[config.mk]
export PLATFORM = sky130hd
export DESIGN_NAME = lsu_byte_initiator_flat
export DESIGN_NICKNAME = d
export VERILOG_FILES = /design/src/rtl/lsu_pkg.sv /design/src/rtl/lsu_byte_initiator_if.sv /design/src/rtl/lsu_extend.sv /design/src/rtl/lsu_byte_initiator.sv /design/src/flat_wrapper.sv
export SDC_FILE = /design/constraint.sdc
export NUM_CORES = 1
export LEC_CHECK = 0
export CORE_MARGIN = 10
export CORE_UTILIZATION = 50
export DETAILED_ROUTE_END_ITERATION = 6
export PLACE_DENSITY = 0.82
export SYNTH_ARGS = -nofsm -noshare
export SYNTH_HDL_FRONTEND = slang
export SYNTH_SLANG_ARGS = --single-unit
export TNS_END_PERCENT = 10
[constraint.sdc]
create_clock -name clk -period 4 [get_ports clk]
set_input_delay 1.2 -clock clk [delete_from_list [all_inputs] [get_ports clk]]
set_output_delay 1.2 -clock clk [all_outputs]
set_load 0.01 [all_outputs]
[src/rtl/lsu_pkg.sv]
// lsu_pkg: funct3 encodings, FSM state type and access-size helper shared by the LSU byte initiator
package lsu_pkg;
  localparam logic [2:0] F3_B  = 3'b000;
  localparam logic [2:0] F3_H  = 3'b001;
  localparam logic [2:0] F3_W  = 3'b010;
  localparam logic [2:0] F3_BU = 3'b100;
  localparam logic [2:0] F3_HU = 3'b101;
  typedef enum logic [1:0] {S_IDLE, S_ACCESS, S_DRAIN, S_RESP} state_t;
  function automatic logic [2:0] size_of(input logic [2:0] f3);
    return f3[1] ? 3'd4 : f3[0] ? 3'd2 : 3'd1;
  endfunction
endpackage

[src/rtl/lsu_byte_initiator_if.sv]
// lsu_byte_initiator_if: request/response handshake and byte-wide memory bus of the LSU byte initiator
// master: the initiator (takes requests, drives responses and memory transactions)
// slave:  the environment (core plus memory)
interface lsu_byte_initiator_if;
  logic        req_valid;
  logic        req_ready;
  logic        req_write;
  logic [2:0]  req_funct3;
  logic [7:0]  req_addr;
  logic [31:0] req_wdata;
  logic        resp_valid;
  logic [31:0] resp_rdata;
  logic        resp_err;
  logic        mem_en;
  logic        mem_we;
  logic [7:0]  mem_addr;
  logic [7:0]  mem_wdata;
  logic [7:0]  mem_rdata;
  modport master (
    input  req_valid, req_write, req_funct3, req_addr, req_wdata, mem_rdata,
    output req_ready, resp_valid, resp_rdata, resp_err, mem_en, mem_we, mem_addr, mem_wdata
  );
  modport slave (
    output req_valid, req_write, req_funct3, req_addr, req_wdata, mem_rdata,
    input  req_ready, resp_valid, resp_rdata, resp_err, mem_en, mem_we, mem_addr, mem_wdata
  );
endinterface

[src/rtl/lsu_extend.sv]
// lsu_extend: sign/zero extension of the assembled load word selected by funct3
// asm_data in 32 assembled bytes, funct3 in 3 size/extension, result out 32 extended data
module lsu_extend
  import lsu_pkg::*;
(
  input  logic [31:0] asm_data,
  input  logic [2:0]  funct3,
  output logic [31:0] result
);
  always_comb
    result = funct3 == F3_B  ? {{24{asm_data[7]}}, asm_data[7:0]} :
             funct3 == F3_H  ? {{16{asm_data[15]}}, asm_data[15:0]} :
             funct3 == F3_BU ? {24'd0, asm_data[7:0]} :
             funct3 == F3_HU ? {16'd0, asm_data[15:0]} : asm_data;
endmodule

[src/rtl/lsu_byte_initiator.sv]
// lsu_byte_initiator: serialises one load/store into 1/2/4 byte-wide memory transactions and returns extended load data
// clk, rst_n (async active-low); bus: lsu_byte_initiator_if.master carrying req_*, resp_* and mem_* signals
// DATA_BASE: byte offset added to every request address
// LSU_MISALIGN_TRAP_EN (define): reject misaligned halfword/word requests instead of servicing them bytewise
module lsu_byte_initiator
  import lsu_pkg::*;
#(
  parameter int DATA_BASE = 127
) (
  input logic                  clk,
  input logic                  rst_n,
  lsu_byte_initiator_if.master bus
);
  state_t      state;
  logic        wr;
  logic [2:0]  f3;
  logic [7:0]  base;
  logic [31:0] wdata;
  logic [1:0]  last;
  logic [1:0]  idx;
  logic [1:0]  nxt;
  logic [1:0]  cap_idx;
  logic [31:0] asm_q;
  logic [31:0] asm_next;
  logic [31:0] ext_res;
  logic        illegal;
  always_comb begin
    illegal = bus.req_funct3 == 3'b011 || bus.req_funct3[2:1] == 2'b11 || (bus.req_write && bus.req_funct3[2]);
`ifdef LSU_MISALIGN_TRAP_EN
    illegal = illegal || (bus.req_funct3[1:0] == 2'b01 && bus.req_addr[0]) ||
              (bus.req_funct3 == F3_W && bus.req_addr[1:0] != 2'b00);
`endif
  end
  // Read data lags its issuing cycle by one: in ACCESS the bus carries byte idx-1, in DRAIN the last byte.
  always_comb begin
    nxt = idx + 2'd1;
    cap_idx = state == S_DRAIN ? idx : idx - 2'd1;
    asm_next = asm_q;
    if (!wr && (state == S_DRAIN || (state == S_ACCESS && idx != 2'd0)))
      asm_next[{cap_idx, 3'b000} +: 8] = bus.mem_rdata;
  end
  lsu_extend u_ext (
    .asm_data(asm_next),
    .funct3  (f3),
    .result  (ext_res)
  );
  always_ff @(posedge clk or negedge rst_n) begin
    if (!rst_n) begin
      state          <= S_IDLE;
      wr             <= 1'b0;
      f3             <= '0;
      base           <= '0;
      wdata          <= '0;
      last           <= '0;
      idx            <= '0;
      asm_q          <= '0;
      bus.req_ready  <= 1'b1;
      bus.resp_valid <= 1'b0;
      bus.resp_rdata <= '0;
      bus.resp_err   <= 1'b0;
      bus.mem_en     <= 1'b0;
      bus.mem_we     <= 1'b0;
      bus.mem_addr   <= '0;
      bus.mem_wdata  <= '0;
    end else begin
      case (state)
        S_IDLE: if (bus.req_valid) begin
          wr            <= bus.req_write;
          f3            <= bus.req_funct3;
          base          <= 8'(bus.req_addr + DATA_BASE);
          wdata         <= bus.req_wdata;
          last          <= 2'(size_of(bus.req_funct3) - 3'd1);
          idx           <= '0;
          asm_q         <= '0;
          bus.req_ready <= 1'b0;
          if (illegal) begin
            state          <= S_RESP;
            bus.resp_valid <= 1'b1;
            bus.resp_err   <= 1'b1;
          end else begin
            state         <= S_ACCESS;
            bus.mem_en    <= 1'b1;
            bus.mem_we    <= bus.req_write;
            bus.mem_addr  <= 8'(bus.req_addr + DATA_BASE);
            bus.mem_wdata <= bus.req_wdata[7:0];
          end
        end
        S_ACCESS: begin
          asm_q <= asm_next;
          if (idx == last) begin
            state          <= wr ? S_RESP : S_DRAIN;
            bus.resp_valid <= wr;
            bus.mem_en     <= 1'b0;
            bus.mem_we     <= 1'b0;
            bus.mem_addr   <= '0;
            bus.mem_wdata  <= '0;
          end else begin
            idx           <= nxt;
            bus.mem_addr  <= base + {6'd0, nxt};
            bus.mem_wdata <= wdata[{nxt, 3'b000} +: 8];
          end
        end
        S_DRAIN: begin
          state          <= S_RESP;
          asm_q          <= asm_next;
          bus.resp_valid <= 1'b1;
          bus.resp_rdata <= ext_res;
        end
        default: begin
          state          <= S_IDLE;
          bus.req_ready  <= 1'b1;
          bus.resp_valid <= 1'b0;
          bus.resp_err   <= 1'b0;
          bus.resp_rdata <= '0;
        end
      endcase
    end
  end
endmodule

[src/flat_wrapper.sv]
// flat-port wrapper written by rule: the top's interface ports become plain ports
module lsu_byte_initiator_flat import lsu_pkg::*;
#(
  parameter int DATA_BASE = 127
)
  (clk, rst_n, bus_req_valid, bus_req_write, bus_req_funct3, bus_req_addr, bus_req_wdata, bus_mem_rdata, bus_req_ready, bus_resp_valid, bus_resp_rdata, bus_resp_err, bus_mem_en, bus_mem_we, bus_mem_addr, bus_mem_wdata);
  lsu_byte_initiator_if bus_i ();
  input logic clk;
  input logic rst_n;
  input wire logic [$bits(bus_i.req_valid)-1:0] bus_req_valid;
  input wire logic [$bits(bus_i.req_write)-1:0] bus_req_write;
  input wire logic [$bits(bus_i.req_funct3)-1:0] bus_req_funct3;
  input wire logic [$bits(bus_i.req_addr)-1:0] bus_req_addr;
  input wire logic [$bits(bus_i.req_wdata)-1:0] bus_req_wdata;
  input wire logic [$bits(bus_i.mem_rdata)-1:0] bus_mem_rdata;
  output wire logic [$bits(bus_i.req_ready)-1:0] bus_req_ready;
  output wire logic [$bits(bus_i.resp_valid)-1:0] bus_resp_valid;
  output wire logic [$bits(bus_i.resp_rdata)-1:0] bus_resp_rdata;
  output wire logic [$bits(bus_i.resp_err)-1:0] bus_resp_err;
  output wire logic [$bits(bus_i.mem_en)-1:0] bus_mem_en;
  output wire logic [$bits(bus_i.mem_we)-1:0] bus_mem_we;
  output wire logic [$bits(bus_i.mem_addr)-1:0] bus_mem_addr;
  output wire logic [$bits(bus_i.mem_wdata)-1:0] bus_mem_wdata;
  assign bus_i.req_valid = bus_req_valid;
  assign bus_i.req_write = bus_req_write;
  assign bus_i.req_funct3 = bus_req_funct3;
  assign bus_i.req_addr = bus_req_addr;
  assign bus_i.req_wdata = bus_req_wdata;
  assign bus_i.mem_rdata = bus_mem_rdata;
  assign bus_req_ready = bus_i.req_ready;
  assign bus_resp_valid = bus_i.resp_valid;
  assign bus_resp_rdata = bus_i.resp_rdata;
  assign bus_resp_err = bus_i.resp_err;
  assign bus_mem_en = bus_i.mem_en;
  assign bus_mem_we = bus_i.mem_we;
  assign bus_mem_addr = bus_i.mem_addr;
  assign bus_mem_wdata = bus_i.mem_wdata;
  lsu_byte_initiator #(.DATA_BASE(DATA_BASE)) u_core (.clk(clk), .rst_n(rst_n), .bus(bus_i));
endmodule
* Word-level counts from Yosys, hierarchy flattened *
Cells that the tools add are included.

storage, ports and cells
  output and inout bits = 53
  register bits = 135
  word-level logic and storage cells = 104
  input port bits = 55

operators by class
  eq/ne operators = 13
  shifts and indexed selects = 3
  $add $sub $neg = 6
  reductions and logical operators = 23
  muxes and demuxes = 42
  bitwise logic cells = 1

operators by type and width
  cell                                                                     count
  32-bit 2-to-1 mux                                                        6
  32-bit case mux with 2 select lines                                      2
  8-bit 2-to-1 mux                                                         6
  32-bit bitwise mux                                                       1
  8-bit case mux with 2 select lines                                       2
  8-bit by 7-bit variable shift with 32-bit output (first input constant)  1
  32-bit by 6-bit variable part select with 8-bit output                   1
  8-bit by 7-bit variable part select with 32-bit output                   1
  2-bit 2-to-1 mux                                                         8
  3-bit AND reduction                                                      4
  1-bit 2-to-1 mux                                                         10
  8-bit by 2-bit adder with 8-bit output                                   1
  8-bit by 7-bit adder with 8-bit output (second input constant)           1
  2-bit inequality test (second input constant)                            4
  1-bit case mux with 2 select lines                                       4
  2-bit AND reduction                                                      4
  5-bit negation with 7-bit output                                         1
  3-bit == test (second input constant)                                    2
  2-bit case mux with 3 select lines                                       1
  2-bit nonzero test                                                       3
  2-bit == test (second input constant)                                    2
  2-bit case mux with 2 select lines                                       1
  4-bit AND reduction                                                      1
  2-bit OR reduction                                                       2
  other kinds (14)                                                         19

* Longest topological paths before layout *
Gate-level depths: netlist (run 1).

  depth after elaboration = 11
  mapped depth = 16
  gate-level depth less buffers = 11

* By module *
A second synthesis (run 1) with hierarchy kept.

second synthesis, totals
  cells, all modules = 660
  area total of the unflattened synthesis = 6916.6 sq um

by module, submodules not included
  module              sequential area each (sq um)  instances  area each (sq um)  cells an instance
  lsu_byte_initiator  3379.5                        1          6552.5             593
  lsu_extend          0.0                           1          364.1              67

* Worst setup path after synthesis (run 1) *
No wires, ideal clock.

  kind = register -> register
  from = register u_core.idx[0]
  to = register u_core.bus.resp_rdata[22]
  setup slack = 818 ps
  period minus slack after synthesis = 3182 ps
  library setup time = 95 ps
  arrival time = 3087 ps
  data required time = 3905 ps
  stages on the path, launching flop included = 16
  buffers on the path = 4
  cell sequence = dfrtp_1 -> buf_6 -> buf_2 -> inv_1 -> ha_1 -> buf_1 -> nor2_1 -> a21o_1 -> inv_1 -> ha_1 -> nor2b_1 -> o21ai_4 -> a32oi_1 -> o41ai_4 -> buf_2 -> o31ai_1

between the ends
  word-level cells in the longest chain between the ends = 11
  elaborated cells between the ends (all ways) = 16
  classes of those cells = add/sub: 2; shift: 2; mux: 8; reduce/logical: 4

ends and longest elaborated chain
  item                                                                                                                               RTL line                     RTL
  from (decl)                                                                                                                        lsu_byte_initiator.sv:20     logic [1:0] idx;
  from (signal assigned)                                                                                                             lsu_byte_initiator.sv:98     idx <= nxt;
  2-bit by 1-bit subtractor with 2-bit output                                                                                        lsu_byte_initiator.sv:37     cap_idx = state == S_DRAIN ? idx : idx - 2'd1;
  2-bit 2-to-1 mux                                                                                                                   lsu_byte_initiator.sv:37
  5-bit negation with 7-bit output                                                                                                   lsu_byte_initiator.sv:40     asm_next[{cap_idx, 3'b000} +: 8] = bus.mem_rdata;
  8-bit by 7-bit variable part select with 32-bit output / 8-bit by 7-bit variable shift with 32-bit output (equally long branches)  lsu_byte_initiator.sv:40
  32-bit bitwise mux                                                                                                                 lsu_byte_initiator.sv:40
  32-bit 2-to-1 mux *                                                                                                                lsu_byte_initiator.sv:39     if (!wr && (state == S_DRAIN || (state == S_ACCESS && idx != 2'd0)))
  32-bit 2-to-1 mux                                                                                                                  lsu_extend.sv:14             funct3 == F3_HU ? {16'd0, asm_data[15:0]} : asm_data;
  32-bit 2-to-1 mux                                                                                                                  lsu_extend.sv:13             funct3 == F3_BU ? {24'd0, asm_data[7:0]} :
  32-bit 2-to-1 mux                                                                                                                  lsu_extend.sv:12             funct3 == F3_H ? {{16{asm_data[15]}}, asm_data[15:0]} :
  32-bit 2-to-1 mux *                                                                                                                lsu_extend.sv:11             result = funct3 == F3_B ? {{24{asm_data[7]}}, asm_data[7:0]} :
  32-bit case mux with 2 select lines *                                                                                              lsu_byte_initiator.sv:66     case (state)
  to (signal assigned)                                                                                                               lsu_byte_initiator.sv:107    bus.resp_rdata <= ext_res;
  to (decl)                                                                                                                          lsu_byte_initiator_if.sv:21  output req_ready, resp_valid, resp_rdata, resp_err, mem_en, mem_we, mem_addr, mem_wdata

Mark *: on every way between the ends. The rest lies on a longest branch, timed or not.
A chain may end at the register's enable or synchronous reset.

* Worst setup path after layout (run 1) *
  from = register u_core.idx[1]
  to = register u_core.bus.resp_rdata[16]

The elaborated chain is that of the path after synthesis.

==> metrics.txt, run 1 <==
die area=0.01812 mm2; vias per cell=5.978; clock transition at the registers of the reported paths=0.06 ns; VDD IR max=489.0 uV; sequential share of the synthesized area=51.47%; fin crit share=81.53%; # rows=41; top cell type's share of synthesized area=51.07%; count of cell types in the netlist=58; vias=5,386; switching share of power=39.25%; Crit. End Element=register; First-pass DRT Iterations=6; f_max=306.6 MHz; critical path class=register to register; worst slew pin tran=1.230 ns; outcome=finished clean; Core Region=0.01272 mm2; Synth Area in Simple Gates=11.15%; PortBufs=107; Post-Synth XOR/XNOR Area=2.115%; Sequential Power Share=33.1%; Max stage delay cell, worst path=dfrtp_1; GRT Residual Overflow=0; worst path arrival time=3.52 ns; Iter 0 DRT Violations=519; Area Overhead vs Synth=27.40%; final routed DRC violation total=0; asr flop ratio synth=100.0%; # IOs=108; area post-placement=0.007786 mm2; Routed Antenna Nets=0; Hold Buf Count CTS=0; post-cts sizing count=0; Pint=4.187 mW; Final Max Tran Viols=0; all-layer global routing usage=19.51%; Final nets=785; unrepaired setup endpoints after global routing=false; die height=134.6 um; register area=0.003379 mm2; multiplexer share of the synthesized area=9.127%; final WL=17,410 um; Synth warnings=0; Post-CTS Setup Bufs=0; crit-path max cell delay=0.45 ns; leading area contributor after synthesis=dfrtp_1; CP max FO=16; htree depth=4; Comb pwr share=44.9%; max cap viols=0; TNS Setup=0 ns; Most used DFF post-synth=dfrtp_1; data required time at the worst endpoint=4.26 ns; crit-path cells=inv_1, ha_1, buf_4, nor2_1, a21o_1, inv_1, ha_1, nor2b_1, o21ai_1, mux2_4, o41ai_4, buf_4, o31ai_1; Layout Cell Area excl Fill=0.008366 mm2; area of the multi-input gates=0.002968 mm2; Pwr Total=6.891 mW; Clk pwr share=22.0%; wire length per cell=19.32 um; # setup viols final=0; final core occ=65.76%; DP HPWL=12,360 um; relative slew slack=18.02%; clock sink count=135; synthesized area per cell=10.66 um2; die width=134.6 um; initial antenna violation count=0; Setup crit start kind=register; Syn Nets=685; Clock Path Buffers=2; first-pass GRT wire length=28,510 um; CTS tree=built; minimum clock period=3.261 ns; Finished Layout Cells=901; clock latency on the worst-skew pair=0.43 ns; largest net degree at the start of global routing=62; diode count=0; Adder-Cell Fraction of Synth Area=2.782%; fillers=987; share of post-route cells with drive strength above 1=13.85%; Synth area leaders=dfrtp_1 (51%), mux2_2 (6.0%), nand2_1 (5.2%), o21ai_0 (4.9%), a221oi_1 (4.1%); sw power=2.705 mW; Min-Delay Path Class=register to register; Leakage=3.430 nW; EDFF count, synth=0; Num CTS Buffers=17; Root Driver=clkbuf_16; Final Skew=0.008781 ns; Initial Utilization=51.61%; Placer Congestion=0.8757; cell count after placement=869; combinational family with the most area after synthesis=compound AO/OA/AOI/OAI gates; Cell Pwr Density=823.8 mW/mm2; cell count after synthesis=616; final hold vios=0; vias in the first global route=5,695; Post-Syn Area=0.006566 mm2; Seq cells post-synth=135; post-synthesis compound-gate area fraction=19.89%
power groups by stage:
stage                     sequential [mW]  combinational, mW  clock (mW)
after floorplan                      2.28               1.95           0
final                                2.28               3.09        1.52
after global routing                 2.33               3.40        1.60
after detailed placement             2.28               3.07           0
after global placement               2.24               2.95           0
after CTS                            2.27               3.10        1.53
synth_stat cells (3+ instances only):
cell and instances:
ha_1 13, nand2_1 91, inv_1 15, o21ai_0 64, nor2_1 43, o221ai_1 5
nor2b_1 8, o21a_1 6, xor2_1 3, buf_2 8, a221oi_1 31, o31ai_1 15
nand3_1 7, mux4_2 8, clkbuf_1 24, dfrtp_1 134, a22oi_1 30, a31oi_1 4
xnor2_1 11, a21oi_1 10, nor3_1 3, mux2_2 35
metal layers:
metal	GRT usage [%]	wire (um)	vias to the layer above
met4	8.464	415	0
met2	32.47	8800	236
li1	-	-	2450
met5	0	0	-
met1	22.10	6695	2671
met3	7.122	1493	29
stage by stage:
step	hold slack [ns]	setup WS (ns)
6_report	0.4739	0.7388
4_1_cts	0.4823	0.7598
3_5_place_dp	0.4702	0.7432
2_1_floorplan	0.4502	0.8178
3_3_place_gp	0.4609	0.9063
5_1_grt	0.5010	0.4264
logic make-up (layout without fill, tap and decap cells):
family | after synthesis | in the layout
compound gates | 185 | 185
xor+xnor | 15 | 15
mux | 45 | 45
fa+ha+maj | 14 | 14
flops | 135 | 135
buf+inv | 53 | 166
simple gates | 169 | 169
worst max-delay path: cells and delay by family, from the launching register on:
| kind | cells | cell delay [ns] |
|---|---|---|
| and+or+nand+nor | 2 | 0.22 |
| buffers and inverters | 4 | 0.67 |
| AOI/OAI and AO/OA | 4 | 0.89 |
| adders and majority gates | 2 | 0.48 |
| DFF | 1 | 0.45 |
| muxes | 1 | 0.39 |
state kept, by name, indices dropped and copies added (netlist names), 2 cells and up:
signal and cells:
u_core.asm_q 32, u_core.bus.resp_rdata 32, u_core.wdata 32, u_core.base 8
u_core.bus.mem_addr 8, u_core.bus.mem_wdata 8, u_core.f3 3, u_core.idx 2
u_core.last 2, u_core.state 2
path summary, 6_finish.rpt:
| check | cells after the start | slack (ns) | to | from |
|---|---|---|---|---|
| max | 13 | 0.74 | u_core.bus.resp_rdata[16]$_DFFE_PN0P_ | u_core.idx[1]$_DFFE_PN0P_ |
| min | 2 | 0.47 | u_core.bus.resp_rdata[13]$_DFFE_PN0P_ | u_core.bus.resp_rdata[13]$_DFFE_PN0P_ |
| max reg2reg | 13 | 0.74 | u_core.bus.resp_rdata[16]$_DFFE_PN0P_ | u_core.idx[1]$_DFFE_PN0P_ |
| min reg2reg | 2 | 0.47 | u_core.bus.resp_rdata[13]$_DFFE_PN0P_ | u_core.bus.resp_rdata[13]$_DFFE_PN0P_ |
| max in group asynchronous | 2 | 2.38 | u_core.bus.mem_en$_DFFE_PN0P_ | rst_n |
| min in group asynchronous | 1 | 0.77 | u_core.bus.resp_rdata[24]$_DFFE_PN0P_ | rst_n |
cell type report:
type,count,area share [%]
clock buffers,18,5.130
clock inverters,14,1.795
inverters,16,0.7179
multi-input cells,428,35.48
flip-flops and latches,135,40.40
well taps,172,2.573
repair buffers,118,13.91
layout by cell type, fill, tap and decap left out, types with 2 or more instances in the layout:
master	n
dfrtp_1	134
clkdlybuf4s50_1	106
nand2_1	90
o21ai_0	64
nor2_1	43
mux2_2	35
a221oi_1	31
a22oi_1	30
clkbuf_16	17
inv_1	15
o31ai_1	15
ha_1	13
xnor2_1	11
buf_4	11
a21oi_1	10
nor2b_1	8
mux4_2	8
nand3_1	7
o21a_1	6
o221ai_1	5
a31oi_1	4
clkinv_4	4
nor3_1	3
xor2_1	3
clkinv_2	3
clkinvlp_4	3
nor4_1	2
nor3b_1	2
nor3_2	2
a21o_1	2
a22o_1	2
or4_1	2
o22a_1	2
o21ai_1	2
and2_1	2
o41ai_4	2
bufinv_16	2
inv_6	2
No activity file was read; power rests on OpenSTA's default activity.
==> run 2: changes to the inputs <==
==> constraint.sdc (replaced) <==
create_clock -name clk -period 3.05 [get_ports clk]
set_input_delay 0.915 -clock clk [delete_from_list [all_inputs] [get_ports clk]]
set_output_delay 0.915 -clock clk [all_outputs]
set_load 0.01 [all_outputs]
==> metrics.txt, run 2 (synthesis results as in run 1) <==
First-pass DRT Iterations=6 (unchanged); Sequential Power Share=32.3% (was 33.1%); max cap viols=0 (unchanged); all-layer global routing usage=19.45% (was 19.51%); top flop regs=u_core.asm_q x32, u_core.bus.resp_rdata x32, u_core.wdata x32 (unchanged); sw power=3.541 mW (was 2.705 mW); vias=5,474 (was 5,386); share of post-route cells with drive strength above 1=15.50% (was 13.85%); Core Region=0.01272 mm2 (unchanged); CTS tree=built (unchanged); final WL=17,370 um (was 17,410 um); Pint=5.682 mW (was 4.187 mW); data required time at the worst endpoint=3.36 ns (was 4.26 ns); Leakage=3.506 nW (was 3.430 nW); Routed Antenna Nets=0 (unchanged); Clk pwr share=22.4% (was 22.0%); Final Max Tran Viols=0 (unchanged); Finished Layout Cells=914 (was 901); # setup viols final=0 (unchanged); die width=134.6 um (unchanged); PortBufs=107 (unchanged); critical path class=register to register (unchanged); Cell Pwr Density=1084 mW/mm2 (was 823.8 mW/mm2); Placer Congestion=0.8418 (was 0.8757); diode count=0 (unchanged); CP max FO=19 (was 16); commonest non-fill, non-tap cell in the layout=dfrtp_1 (unchanged); R2R Setup Slk=0.26 ns (was 0.74 ns); # IOs=108 (unchanged); Comb pwr share=45.3% (was 44.9%); Clock Path Buffers=2 (unchanged); switching share of power=38.39% (was 39.25%); most frequent cells in the layout=dfrtp_1 (134), clkdlybuf4s50_1 (106), nand2_1 (90) (unchanged); Num CTS Buffers=17 (unchanged); Area Overhead vs Synth=29.54% (was 27.40%); vias per cell=5.989 (was 5.978); minimum clock period=2.793 ns (was 3.261 ns); fin crit share=91.58% (was 81.53%); relative slew slack=28.88% (was 18.02%); VDD IR max=631.9 uV (was 489.0 uV); Setup crit start kind=register (unchanged); final routed DRC violation total=0 (unchanged); worst path arrival time=3.10 ns (was 3.52 ns); initial antenna violation count=0 (unchanged); Final Skew=0.007096 ns (was 0.008781 ns); worst-case reg-to-reg path depth=12 (was 13); Crit. End Element=register (unchanged); DP HPWL=12,180 um (was 12,360 um); die area=0.01812 mm2 (unchanged); clock latency on the worst-skew pair=0.42 ns (was 0.43 ns); GRT Residual Overflow=0 (unchanged); clock sink count=135 (unchanged); Root Driver=clkbuf_16 (unchanged); Critical Path Sink=u_core.bus.resp_rdata[17]$_DFFE_PN0P_ (was u_core.bus.resp_rdata[16]$_DFFE_PN0P_); final hold vios=0 (unchanged); crit-path max cell delay=0.40 ns (was 0.45 ns); Max stage delay cell, worst path=dfrtp_1 (unchanged); unrepaired setup endpoints after global routing=false (unchanged); fillers=985 (was 987); TNS Setup=0 ns (unchanged); Critical R2R Launch=u_core.state[0]$_DFFE_PN0P_ (was u_core.idx[1]$_DFFE_PN0P_); cell count after placement=881 (was 869); outcome=finished clean (unchanged); clock transition at the registers of the reported paths=0.06 ns (about the same); # rows=41 (unchanged); RR Endpoint=u_core.bus.resp_rdata[17]$_DFFE_PN0P_ (was u_core.bus.resp_rdata[16]$_DFFE_PN0P_); Min-Delay Path Class=input pin to async pin (was register to register); setup ws final=0.2568 ns (was 0.7388 ns); largest net degree at the start of global routing=90 (was 62); Final nets=798 (was 785); f_max=358.0 MHz (was 306.6 MHz); dpl ws=0.09615 ns (was 0.7432 ns); first-pass GRT wire length=28,280 um (was 28,510 um); crit-path cells=inv_1, ha_1, nor2_1, a21o_1, inv_1, ha_1, nor2b_1, o21ai_4, a32oi_2, o41ai_4, buf_12, o31ai_1 (was inv_1, ha_1, buf_4, nor2_1, a21o_1, inv_1, ha_1, nor2b_1, o21ai_1, mux2_4, o41ai_4, buf_4, o31ai_1); crit path from=u_core.state[0]$_DFFE_PN0P_ (was u_core.idx[1]$_DFFE_PN0P_); Iter 0 DRT Violations=431 (was 519); Initial Utilization=51.61% (unchanged); htree depth=4 (unchanged); wire length per cell=19.00 um (was 19.32 um); die height=134.6 um (unchanged); worst slew pin tran=1.060 ns (was 1.230 ns); vias in the first global route=5,719 (was 5,695)
==> run 2: changes by cell type in the layout (fill, tap and decap cells not counted) <==
cell | before | now
inv_6 | 2 | 1
clkinvlp_4 | 3 | 4
clkinv_4 | 4 | 1
buf_12 | 1 | 2
clkbuf_8 | 0 | 4
a32oi_2 | 0 | 1
buf_4 | 11 | 23
a32oi_1 | 1 | 0
clkinv_2 | 3 | 2
==> run 2: power groups by stage <==
stage | clock (mW) | sequential (mW) | combinational [mW]
after CTS | 2.09 | 2.97 | 4.14
after global routing | 2.18 | 3.05 | 4.59
after detailed placement | 0 | 2.98 | 4.10
final | 2.06 | 2.98 | 4.18
after global placement | 0 | 2.93 | 3.95
after floorplan | 0 | 2.99 | 2.57
==> run 2: how the worst min path moves through the flow <==
stage | start | to | slack, ns
floorplan | u_core.asm_q[0]$_DFFE_PN0P_ | u_core.asm_q[0]$_DFFE_PN0P_ | 0.45
global placement | u_core.bus.resp_rdata[25]$_DFFE_PN0P_ | u_core.bus.resp_rdata[25]$_DFFE_PN0P_ | 0.46
detailed placement | u_core.bus.resp_rdata[23]$_DFFE_PN0P_ | u_core.bus.resp_rdata[23]$_DFFE_PN0P_ | 0.47
CTS | rst_n | u_core.asm_q[11]$_DFFE_PN0P_ | 0.36
global route | rst_n | u_core.asm_q[15]$_DFFE_PN0P_ | 0.37
finish | rst_n | u_core.asm_q[15]$_DFFE_PN0P_ | 0.37
==> run 2: worst max-delay path, delay by kind of cell (launching register included) <==
kind	cells	cell delay [ns]
DFF	1	0.40
buffers and inverters	3	0.39
AOI/OAI and AO/OA	5	1.15
adders and majority gates	2	0.43
and+or+nand+nor	2	0.30
==> run 2: final cells by class <==
cell class                      count  area (um2)  area share (%)
Sequential cell                   135        3379           39.73
Inverter                           16       60.06          0.7061
Timing Repair Buffer              131        1274           14.97
Clock inverter                     10       117.6           1.383
Tap cell                          172       215.2           2.530
Clock buffer                       22       484.2           5.693
Multi-Input combinational cell    428        2975           34.98
==> run 2: what timing repair did <==
action | CTS | global route
setup endpoints to repair | 0 | 16
resized for setup | 0 | 1
hold buffers | 0 | 0
setup buffers | 0 | 1
==> run 2: layer usage <==
layer	global-route usage [%]	vias up	wire length, um
li1	-	2479	-
met1	22.13	2709	6916
met2	32.11	244	8586
met3	6.194	42	1376
met4	10.22	0	489
met5	0	-	0
==> run 2: stage by stage <==
stage	instance area [um2]	power (mW)	util (%)	hold WS, ns
after floorplan	6574	5.561	-	0.4502
final	8506	9.222	66.86	0.3745
after global routing	8506	9.823	66.86	0.3665
after global placement	7876	6.884	61.91	0.4614
after detailed placement	7876	7.084	61.91	0.4700
after CTS	8478	9.197	66.64	0.3620
